$ cat src/rtl/mem_arb_pkg.sv
// rtl/mem_arb_pkg.sv - shared types and defaults for the memory-bus arbiter
// Contents: state_t (FSM encoding), owner_t (granted requester), default
// STARVE_MAX / TIMEOUT values.
package mem_arb_pkg;

    typedef enum logic [2:0] {
        IDLE  = 3'd0,
        ISSUE = 3'd1,
        WAIT  = 3'd2,
        DONE  = 3'd3
    } state_t;

    typedef enum logic {
        OWN_I = 1'b0,
        OWN_D = 1'b1
    } owner_t;

    localparam int unsigned STARVE_MAX_DEF = 3;
    localparam int unsigned TIMEOUT_DEF    = 255;

endpackage

$ cat src/rtl/mem_arbiter_timer.sv
// rtl/mem_arbiter_timer.sv - 8-bit loadable wait counter with limit detect
// Ports:
//   clk, rst_n   clock, asynchronous active-low reset
//   clr_i        force count to 0 (highest priority)
//   load_i       load count with 1 (first busy cycle already seen)
//   en_i         increment count
//   hit_o        count equals LIMIT
module arb_timer #(
    parameter logic [7:0] LIMIT = 8'd255
) (
    input  logic clk,
    input  logic rst_n,
    input  logic clr_i,
    input  logic load_i,
    input  logic en_i,
    output logic hit_o
);

    logic [7:0] cnt_q;
    logic [7:0] cnt_d;

    always_comb begin
        cnt_d = cnt_q;
        if (clr_i) begin
            cnt_d = 8'd0;
        end else if (load_i) begin
            cnt_d = 8'd1;
        end else if (en_i) begin
            cnt_d = cnt_q + 8'd1;
        end
    end

    always_ff @(posedge clk or negedge rst_n) begin
        if (!rst_n) begin
            cnt_q <= 8'd0;
        end else begin
            cnt_q <= cnt_d;
        end
    end

    assign hit_o = (cnt_q == LIMIT);

endmodule

$ cat src/rtl/mem_arbiter.sv
// rtl/mem_arbiter.sv - arbitrates one memory-bus port between fetch and load/store
// Ports:
//   clk, rst                      clock, asynchronous active-low reset
//   i_req/i_addr                  fetch request (held until i_ack), address
//   i_ack/i_rdata                 one-cycle fetch completion, fetched word
//   d_req/d_we/d_addr/d_wdata     data request (held until d_ack), command
//   d_ack/d_rdata                 one-cycle data completion, load data
//   err                           pulses with the ack of a timed-out transaction
//   bus_req/bus_we/bus_addr/bus_wdata  bus command, held while bus_full
//   bus_rdata/bus_full            bus read data, bus busy
//   state                         current FSM state (debug)
module mem_arbiter
    import mem_arb_pkg::*;
#(
    parameter int unsigned ADDR_W     = 32,
    parameter int unsigned DATA_W     = 32,
    parameter int unsigned STARVE_MAX = STARVE_MAX_DEF,
    parameter int unsigned TIMEOUT    = TIMEOUT_DEF
) (
    input  logic              clk,
    input  logic              rst,
    input  logic              i_req,
    input  logic [ADDR_W-1:0] i_addr,
    output logic              i_ack,
    output logic [DATA_W-1:0] i_rdata,
    input  logic              d_req,
    input  logic              d_we,
    input  logic [ADDR_W-1:0] d_addr,
    input  logic [DATA_W-1:0] d_wdata,
    output logic              d_ack,
    output logic [DATA_W-1:0] d_rdata,
    output logic              err,
    output logic              bus_req,
    output logic              bus_we,
    output logic [ADDR_W-1:0] bus_addr,
    output logic [DATA_W-1:0] bus_wdata,
    input  logic [DATA_W-1:0] bus_rdata,
    input  logic              bus_full,
    output logic [2:0]        state
);

    localparam logic [7:0] SMAX = 8'(STARVE_MAX);
    localparam logic [7:0] TMAX = 8'(TIMEOUT);

    state_t            state_q, state_d;
    owner_t            owner_q, owner_d;
    logic              we_q, we_d;
    logic [ADDR_W-1:0] addr_q, addr_d;
    logic [DATA_W-1:0] wdata_q, wdata_d;
    logic [7:0]        starve_q, starve_d;
    logic              err_q, err_d;
    logic [DATA_W-1:0] i_rdata_q, i_rdata_d;
    logic [DATA_W-1:0] d_rdata_q, d_rdata_d;

    logic              tmr_clr;
    logic              tmr_load;
    logic              tmr_en;
    logic              tmr_hit;
    logic              grant_d;
    logic [DATA_W-1:0] cap_data;

    arb_timer #(
        .LIMIT (TMAX)
    ) u_timer (
        .clk    (clk),
        .rst_n  (rst),
        .clr_i  (tmr_clr),
        .load_i (tmr_load),
        .en_i   (tmr_en),
        .hit_o  (tmr_hit)
    );

    // Writes return nothing useful on the bus, so they report zero data.
    assign cap_data = we_q ? '0 : bus_rdata;

    always_comb begin
        state_d   = state_q;
        owner_d   = owner_q;
        we_d      = we_q;
        addr_d    = addr_q;
        wdata_d   = wdata_q;
        starve_d  = starve_q;
        err_d     = err_q;
        i_rdata_d = i_rdata_q;
        d_rdata_d = d_rdata_q;
        tmr_clr   = 1'b0;
        tmr_load  = 1'b0;
        tmr_en    = 1'b0;
        grant_d   = 1'b0;

        case (state_q)
            IDLE: begin
                if (i_req || d_req) begin
                    // Data wins ties until the fetch side has been passed over
                    // STARVE_MAX times in a row.
                    grant_d = d_req && !(i_req && (starve_q == SMAX));
                    if (grant_d) begin
                        owner_d = OWN_D;
                        addr_d  = d_addr;
                        wdata_d = d_wdata;
                        we_d    = d_we;
                        if (i_req && (starve_q != SMAX)) begin
                            starve_d = starve_q + 8'd1;
                        end
                    end else begin
                        owner_d  = OWN_I;
                        addr_d   = i_addr;
                        wdata_d  = '0;
                        we_d     = 1'b0;
                        starve_d = 8'd0;
                    end
                    state_d = ISSUE;
                end
            end

            ISSUE: begin
                if (!bus_full) begin
                    if (owner_q == OWN_D) d_rdata_d = cap_data;
                    else                  i_rdata_d = cap_data;
                    state_d = DONE;
                end else begin
                    tmr_load = 1'b1;
                    state_d  = WAIT;
                end
            end

            WAIT: begin
                if (!bus_full) begin
                    if (owner_q == OWN_D) d_rdata_d = cap_data;
                    else                  i_rdata_d = cap_data;
                    state_d = DONE;
                end else if (tmr_hit) begin
                    if (owner_q == OWN_D) d_rdata_d = '0;
                    else                  i_rdata_d = '0;
                    err_d   = 1'b1;
                    state_d = DONE;
                end else begin
                    tmr_en = 1'b1;
                end
            end

            DONE: begin
                err_d    = 1'b0;
                tmr_clr  = 1'b1;
                state_d  = IDLE;
            end

            default: begin
                err_d   = 1'b0;
                tmr_clr = 1'b1;
                state_d = IDLE;
            end
        endcase
    end

    always_ff @(posedge clk or negedge rst) begin
        if (!rst) begin
            state_q   <= IDLE;
            owner_q   <= OWN_I;
            we_q      <= 1'b0;
            addr_q    <= '0;
            wdata_q   <= '0;
            starve_q  <= 8'd0;
            err_q     <= 1'b0;
            i_rdata_q <= '0;
            d_rdata_q <= '0;
        end else begin
            state_q   <= state_d;
            owner_q   <= owner_d;
            we_q      <= we_d;
            addr_q    <= addr_d;
            wdata_q   <= wdata_d;
            starve_q  <= starve_d;
            err_q     <= err_d;
            i_rdata_q <= i_rdata_d;
            d_rdata_q <= d_rdata_d;
        end
    end

    // Bus command is a pure decode of the state register so it drops the
    // instant reset asserts.
    assign bus_req   = (state_q == ISSUE) || (state_q == WAIT);
    assign bus_we    = bus_req && we_q;
    assign bus_addr  = addr_q;
    assign bus_wdata = wdata_q;

    assign i_ack   = (state_q == DONE) && (owner_q == OWN_I);
    assign d_ack   = (state_q == DONE) && (owner_q == OWN_D);
    assign i_rdata = i_rdata_q;
    assign d_rdata = d_rdata_q;
    assign err     = err_q;
    assign state   = state_q;

endmodule

$ cat config.mk
export PLATFORM = sky130hd
export DESIGN_NAME = mem_arbiter
export DESIGN_NICKNAME = d
export VERILOG_FILES = /design/src/rtl/mem_arb_pkg.sv /design/src/rtl/mem_arbiter_timer.sv /design/src/rtl/mem_arbiter.sv
export SDC_FILE = /design/constraint.sdc
export NUM_CORES = 1
export LEC_CHECK = 0
export BUFFER_PORTS_ARGS = -buffer_cell sky130_fd_sc_hd__buf_2
export CAP_MARGIN = 20
export CORE_AREA = 4 4 128 106
export DETAILED_ROUTE_END_ITERATION = 10
export DIE_AREA = 0 0 132 110
export PLACE_DENSITY = 0.94
export SKIP_CTS_REPAIR_TIMING = 1
export SLEW_MARGIN = 10
export SYNTH_ARGS = -nofsm -noshare
export SYNTH_HDL_FRONTEND = slang
export SYNTH_HIERARCHICAL = 1
export SYNTH_SLANG_ARGS = --single-unit
$ cat constraint.sdc
create_clock -name clk -period 3.08 [get_ports clk]
set_clock_uncertainty 0.05 [all_clocks]
set_input_delay 0.616 -clock clk [delete_from_list [all_inputs] [get_ports clk]]
set_output_delay 0.616 -clock clk [all_outputs]
set_load 0.02 [all_outputs]
==> results of run 1 <==
kinds of logic (layout without fill, tap and decap cells):
family / after synthesis / in the layout / share of synthesized area
other: 1 / 1 / 0.0006086
multiplexers: 35 / 35 / 0.05726
adder cells (fa/ha/maj): 6 / 6 / 0.01218
flip-flops: 149 / 149 / 0.6051
XOR/XNOR: 4 / 4 / 0.005685
AO/OA/AOI/OAI: 153 / 153 / 0.1519
buffers and inverters: 42 / 315 / 0.03594
AND/OR/NAND/NOR: 191 / 191 / 0.1314
Yosys cell counts:
| library cell | n |
|---|---|
| ha_1 | 6 |
| buf_6 | 1 |
| nor2_1 | 49 |
| buf_4 | 2 |
| o211ai_1 | 1 |
| nand2b_1 | 4 |
| or2_2 | 1 |
| a22o_1 | 33 |
| o22ai_1 | 1 |
| and2_1 | 3 |
| nand3_1 | 7 |
| or4_4 | 1 |
| nand4_1 | 4 |
| o2bb2ai_1 | 1 |
| o311ai_0 | 2 |
| nand4_4 | 1 |
| dfrtp_1 | 149 |
| a211o_1 | 2 |
| and4_1 | 1 |
| nor3_1 | 1 |
| clkbuf_1 | 31 |
| nand2_1 | 111 |
| o21ai_0 | 72 |
| o41ai_4 | 1 |
| mux2_2 | 2 |
| or4_1 | 2 |
| conb_1 | 1 |
| o21ai_1 | 1 |
| or3_1 | 4 |
| xor2_1 | 4 |
| a31oi_1 | 1 |
| mux2i_1 | 33 |
| inv_1 | 5 |
| a21oi_1 | 38 |
| nor2b_1 | 2 |
| buf_12 | 3 |
worst paths after layout:
kind                                          from                   endpoint  slack [ps]  cells past startpoint
setup / recovery           starve_q[4]$_DFFE_PN0P_  bus_wdata[23]$_DFFE_PN0P_         700                      6
hold / removal                                 rst    i_rdata[27]$_DFFE_PN0P_         150                      1
setup reg to reg           starve_q[4]$_DFFE_PN0P_  bus_wdata[23]$_DFFE_PN0P_         700                      6
hold reg to reg            d_rdata[25]$_DFFE_PN0P_    d_rdata[25]$_DFFE_PN0P_         420                      2
max in group asynchronous                      rst   bus_addr[16]$_DFFE_PN0P_        2090                      2
min in group clk                       d_wdata[30]  bus_wdata[30]$_DFFE_PN0P_         360                      2
where the power goes:
part | switching (mW) | internal, mW
clock network | 0.828 | 1.25
logic | 2.46 | 1.25
registers | 0.495 | 2.78
total | 3.78 | 5.27
layer usage:
metal | vias up | GRT usage
li1 | 2523 | -
met1 | 2501 | 0.2836
met2 | 212 | 0.3847
met3 | 24 | 0.08167
met4 | 2 | 0.06372
met5 | - | 0
area by class of cell:
class                           count  area [µm²]  share of cell area
Inverter                            5       18.77            0.002287
Multi-Input combinational cell    390        2230              0.2717
Timing Repair Buffer              279        1443              0.1758
Tap cell                          152       190.2             0.02317
Sequential cell                   149        3729              0.4543
Clock inverter                     12       143.9             0.01753
Clock buffer                       19       452.9             0.05519
through the flow:
step	util	hold slack (ps)	cells	setup slack (ps)	power, mW
4_1_cts	0.6773	178.2	1006	677.0	9.142
2_1_floorplan	-	270.4	581	995.1	5.610
3_3_place_gp	0.6280	405.6	975	777.2	6.824
5_1_grt	0.6773	194.7	1006	570.0	9.655
6_report	0.6773	147.7	1006	695.9	9.054
3_5_place_dp	0.6280	415.0	975	693.6	7.019
worst max-delay path, stage by stage, from the launching register on:
cell,delay [ps]
dfrtp_1,440
or4_4,560
o41ai_4,310
buf_4,380
nor2_2,50
buf_4,240
a22o_1,220
state kept, by name (all words and copies together), names as in the netlist:
signal / flops
bus_addr: 32
bus_wdata: 32
d_rdata: 32
err: 1
i_rdata: 32
owner_q: 1
starve_q: 8
state: 2
u_timer/cnt_q: 8
we_q: 1
==> summary.txt, run 1 <==
Route
  – Metal3 WL: 1261 µm
  – Metal-1 WL: 6620 µm
  – DRC violations left: 0
  – Post-Route WL: 16,580 µm
  – First-pass detailed-route iteration total: 5
  – Via count: 5,262
  – Routed wl met2: 8466 µm
  – DR vias/cell: 5.231
  – DRT antenna net count: 0
  – Routed wire length per instance: 16.48 µm
  – Highest Signal Layer: met5
  – DRT iter0 DRCs: 318

STA
  – RSZ-0062 raised after global routing: no
  – Hold Violations, Final: 0
  – Fin crit period: 2384 ps
  – Final setup violation count: 0
  – Pins Over Slew Limit: 0
  – FMAX: 419.4 MHz
  – Setup TNS: 0 ps
  – Slew HR: 0.5661
  – Fin crit share: 0.7741
  – Worst-Margin Slew: 650.9 ps

Synth
  – Sequential share of the synthesized area: 0.6051
  – Synth cell types: 36
  – Post-Syn Nets: 721
  – Top cells by area, synth: dfrtp_1 61%, nand2_1 6.8%, o21ai_0 5.8%
  – Largest area contributor in the netlist: dfrtp_1
  – Cells after synthesis: 581
  – Share of the synthesized area in the top cell type: 0.6051
  – Syn Std Cell Area: 6162 µm²
  – Synth Warn #: 6
  – Synth Area per Inst: 10.61 µm²
  – Synthesis-stage register bit count: 149

Clocking
  – Clock-pin slew on the worst setup and hold paths: 60 ps
  – CTS tree: done
  – Buffer depth of the longest clock path: 2
  – CTS Sinks: 149
  – Total CTS buffers: 17
  – CTS root buf: clkbuf_16
  – H-tree depth: 4
  – Clk_lat worst skew: 400 ps

Cells and area
  – Commonest cells after routing, fill and taps aside: 267 x buf_2, 149 x dfrtp_1, 111 x nand2_1
  – Final net count: 982
  – Area delta synth->final: 33.18%
  – Post-route cell area: 8207 µm²
  – ANT cells: 0
  – Commonest non-fill, non-tap cell in the layout: buf_2
  – Share of cells above drive strength 1: 0.3747
  – Fill cell count: 892

Min path
  – Worst Hold Class: input port to asynchronous set/reset pin

Global route
  – First-pass GRT wire length: 26,290 µm
  – Antenna violations before repair: 1
  – Largest net degree at the start of global routing: 73
  – Grt ovf: 0
  – Vias in the first global route: 5,233
  – GRT Util Overall: 0.2286

Floorplan
  – Die width: 132 µm
  – Die Y: 110 µm
  – Initial Util: 0.5086
  – Core area: 12,120 µm²
  – I/O pins: 270
  – Die ar.: 14,520 µm²
  – FP Rows: 36

Worst setup path
  – Crit. End Element: register
  – Startpoint types: register
  – Worst EP arrival: 2630 ps
  – Critical path required time: 3320 ps
  – Worst-path fanout max: 33
  – Kind of critical path: register to register

Pwr
  – Leakage: 4.314 nW
  – PD cells: 1103 nW/µm²
  – Maximum VDD drop: 665.3 µV

Place
  – Cell Area, Placed: 7610 µm²
  – IO buf count: 268
  – GPL Wtd Cong: 0.8199
  – Post-DP HPWL: 11,990 µm

Run
  – Max Cap Viol: 0

Run status
  – Status: completed
Note: power is estimated with default switching activity, not from simulation.
==> run 2, diff against run 1 <==
CORE_AREA = 4 4 134 110   (was 4 4 128 106)
DIE_AREA = 0 0 138 114   (was 0 0 132 110)
PLACE_DENSITY = 0.88   (was 0.94)
clock period = 2.3 ns   (was 3.08 ns; I/O delays follow)
==> summary.txt, run 2 (synthesis results as in run 1) <==
Worst setup path
  – Startpoint types: register
  – Max incr delay on CP: 570 ps (about the same)
  – CP Buf/Inv Count: 2 (unchanged)
  – Worst-path fanout max: 18 (-45%)
  – Worst EP arrival: 2340 ps (-290 ps)
  – CP cell instances: or4_4, o41ai_4, buf_4, clkbuf_16, mux2i_1, a21oi_1
  – Worst path slowest cell: or4_4
  – Kind of critical path: register to register
  – Cell family with most CP delay: simple AND/OR/NAND/NOR gates
  – Crit. End Element: register
  – Critical path required time: 2530 ps (-790 ps)

Route
  – DRC violations left: 0 (unchanged)
  – First-pass detailed-route iteration total: 4 (-1)
  – Post-Route WL: 16,130 µm (-2.7%)
  – DRT antenna net count: 0 (unchanged)
  – Metal3 WL: 1121 µm (-11%)
  – DRT iter0 DRCs: 324 (+1.9%)
  – Routed wire length per instance: 15.50 µm (-6.0%)
  – Highest Signal Layer: met4
  – DR vias/cell: 5.039 (-3.7%)
  – Routed wl met2: 7800 µm (-7.9%)
  – Via count: 5,246 (-0.30%)
  – Metal-1 WL: 6827 µm (+3.1%)

Cells and area
  – Commonest non-fill, non-tap cell in the layout: buf_2
  – Share of cells above drive strength 1: 0.3810 (+0.006245)
  – Commonest cells after routing, fill and taps aside: 267 x buf_2, 149 x dfrtp_1, 111 x nand2_1
  – Final core utilization: 0.6211 (-0.05618)
  – Final net count: 989 (+0.71%)
  – Area delta synth->final: 35.15%
  – ANT cells: 0 (unchanged)

STA
  – Fin crit share: 0.9197 (+0.1457)
  – Final setup violation count: 0 (unchanged)
  – Pins Over Slew Limit: 0 (unchanged)
  – Fin crit period: 2115 ps (-268.7 ps)
  – FMAX: 472.7 MHz (+13%)
  – Hold Violations, Final: 0 (unchanged)
  – RSZ-0062 raised after global routing: no
  – Setup TNS: 0 ps (unchanged)

Run
  – Max Cap Viol: 0 (unchanged)

Floorplan
  – FP Rows: 38 (+5.6%)
  – Initial Util: 0.4596 (-0.04898)
  – I/O pins: 270 (unchanged)
  – Core area: 13,410 µm² (+11%)
  – Die Y: 114 µm (+3.6%)
  – Die ar.: 15,730 µm² (+8.3%)
  – Die width: 138 µm (+4.5%)

Clocking
  – CTS tree: done
  – Total CTS buffers: 17 (unchanged)
  – Clk_lat worst skew: 410 ps (about the same)
  – CTS Sinks: 149 (unchanged)
  – Buffer depth of the longest clock path: 2 (unchanged)
  – H-tree depth: 4 (unchanged)
  – Clock-pin slew on the worst setup and hold paths: 70 ps (about the same)
  – CTS root buf: clkbuf_16

Place
  – GPL Wtd Cong: 0.8576 (+4.6%)
  – Post-DP HPWL: 11,810 µm (-1.5%)
  – IO buf count: 268 (unchanged)

Pwr
  – Reg power frac: 0.362 (about the same)
  – NetSw: 5.073 mW (+34%)
  – PD cells: 1447 nW/µm² (+31%)
  – Leakage: 4.353 nW (+0.89%)
  – Internal power: 6.973 mW (+32%)
  – Maximum VDD drop: 773.1 µV (+16%)
  – Switching Fraction: 0.4211 (+0.003246)
  – Clock share of power: 0.222 (-0.007)
  – Logic pwr share: 0.416 (+0.006)

Global route
  – GRT Util Overall: 0.2041 (-0.02449)
  – Largest net degree at the start of global routing: 65 (-11%)
  – First-pass GRT wire length: 26,320 µm (+0.13%)
  – Vias in the first global route: 5,293 (+1.1%)
  – Grt ovf: 0 (unchanged)
  – Antenna violations before repair: 0 (-1)

Run status
  – Status: completed

Min path
  – Worst Hold Class: input port to register
run 2: area by class of cell:
| cell class | count | area (µm²) |
|---|---|---|
| Inverter | 5 | 18.77 |
| Clock buffer | 17 | 425.4 |
| Sequential cell | 149 | 3729 |
| Timing Repair Buffer | 286 | 1556 |
| Clock inverter | 14 | 141.4 |
| Multi-Input combinational cell | 390 | 2232 |
| Fill cell | 1100 | 5080 |
| Tap cell | 180 | 225.2 |
run 2: power by group through the flow:
stage / clock [mW] / combinational, mW / sequential [mW]
2_1_floorplan: 0 / 1.96 / 5.55
3_3_place_gp: 0 / 4.91 / 4.32
3_5_place_dp: 0 / 5.09 / 4.37
4_1_cts: 2.76 / 5.06 / 4.36
5_1_grt: 2.87 / 5.52 / 4.51
6_report: 2.68 / 5.01 / 4.36
run 2: worst paths after layout:
path / start / to / slack, ps / cells past startpoint
setup / recovery: starve_q[5]$_DFFE_PN0P_ / bus_addr[23]$_DFFE_PN0P_ / 180 / 6
hold / removal: d_wdata[11] / bus_wdata[11]$_DFFE_PN0P_ / 220 / 2
setup reg to reg: starve_q[5]$_DFFE_PN0P_ / bus_addr[23]$_DFFE_PN0P_ / 180 / 6
hold reg to reg: d_rdata[13]$_DFFE_PN0P_ / d_rdata[13]$_DFFE_PN0P_ / 420 / 2
max in group asynchronous: rst / d_rdata[2]$_DFFE_PN0P_ / 1090 / 3
min in group asynchronous: rst / bus_wdata[13]$_DFFE_PN0P_ / 490 / 2
run 2: per-stage QoR:
stage               hold slack, ps  setup slack [ps]  cells  total power, mW  area [µm²]
floorplan                    114.4             215.1    581            7.512        6162
global placement             359.4             141.9   1006            9.233        7720
detailed placement           358.7             55.03   1006            9.457        7720
CTS                         -86.97             23.63   1037            12.18        8287
global route                 201.1             25.07   1041            12.90        8328
finish                       215.7             184.6   1041            12.05        8328
run 2: layer usage:
metal,GRT usage,vias up
met3,0.06496,37
met2,0.3287,193
met4,0.08163,0
met1,0.2593,2478
met5,0,-
li1,-,2538
run 2: worst reg2reg max path, cell delays in order, from the launching register on:
cell and delay, ps:
dfrtp_1 430, or4_4 570, o41ai_4 230, buf_4 190, clkbuf_16 200, mux2i_1 230
a21oi_1 90
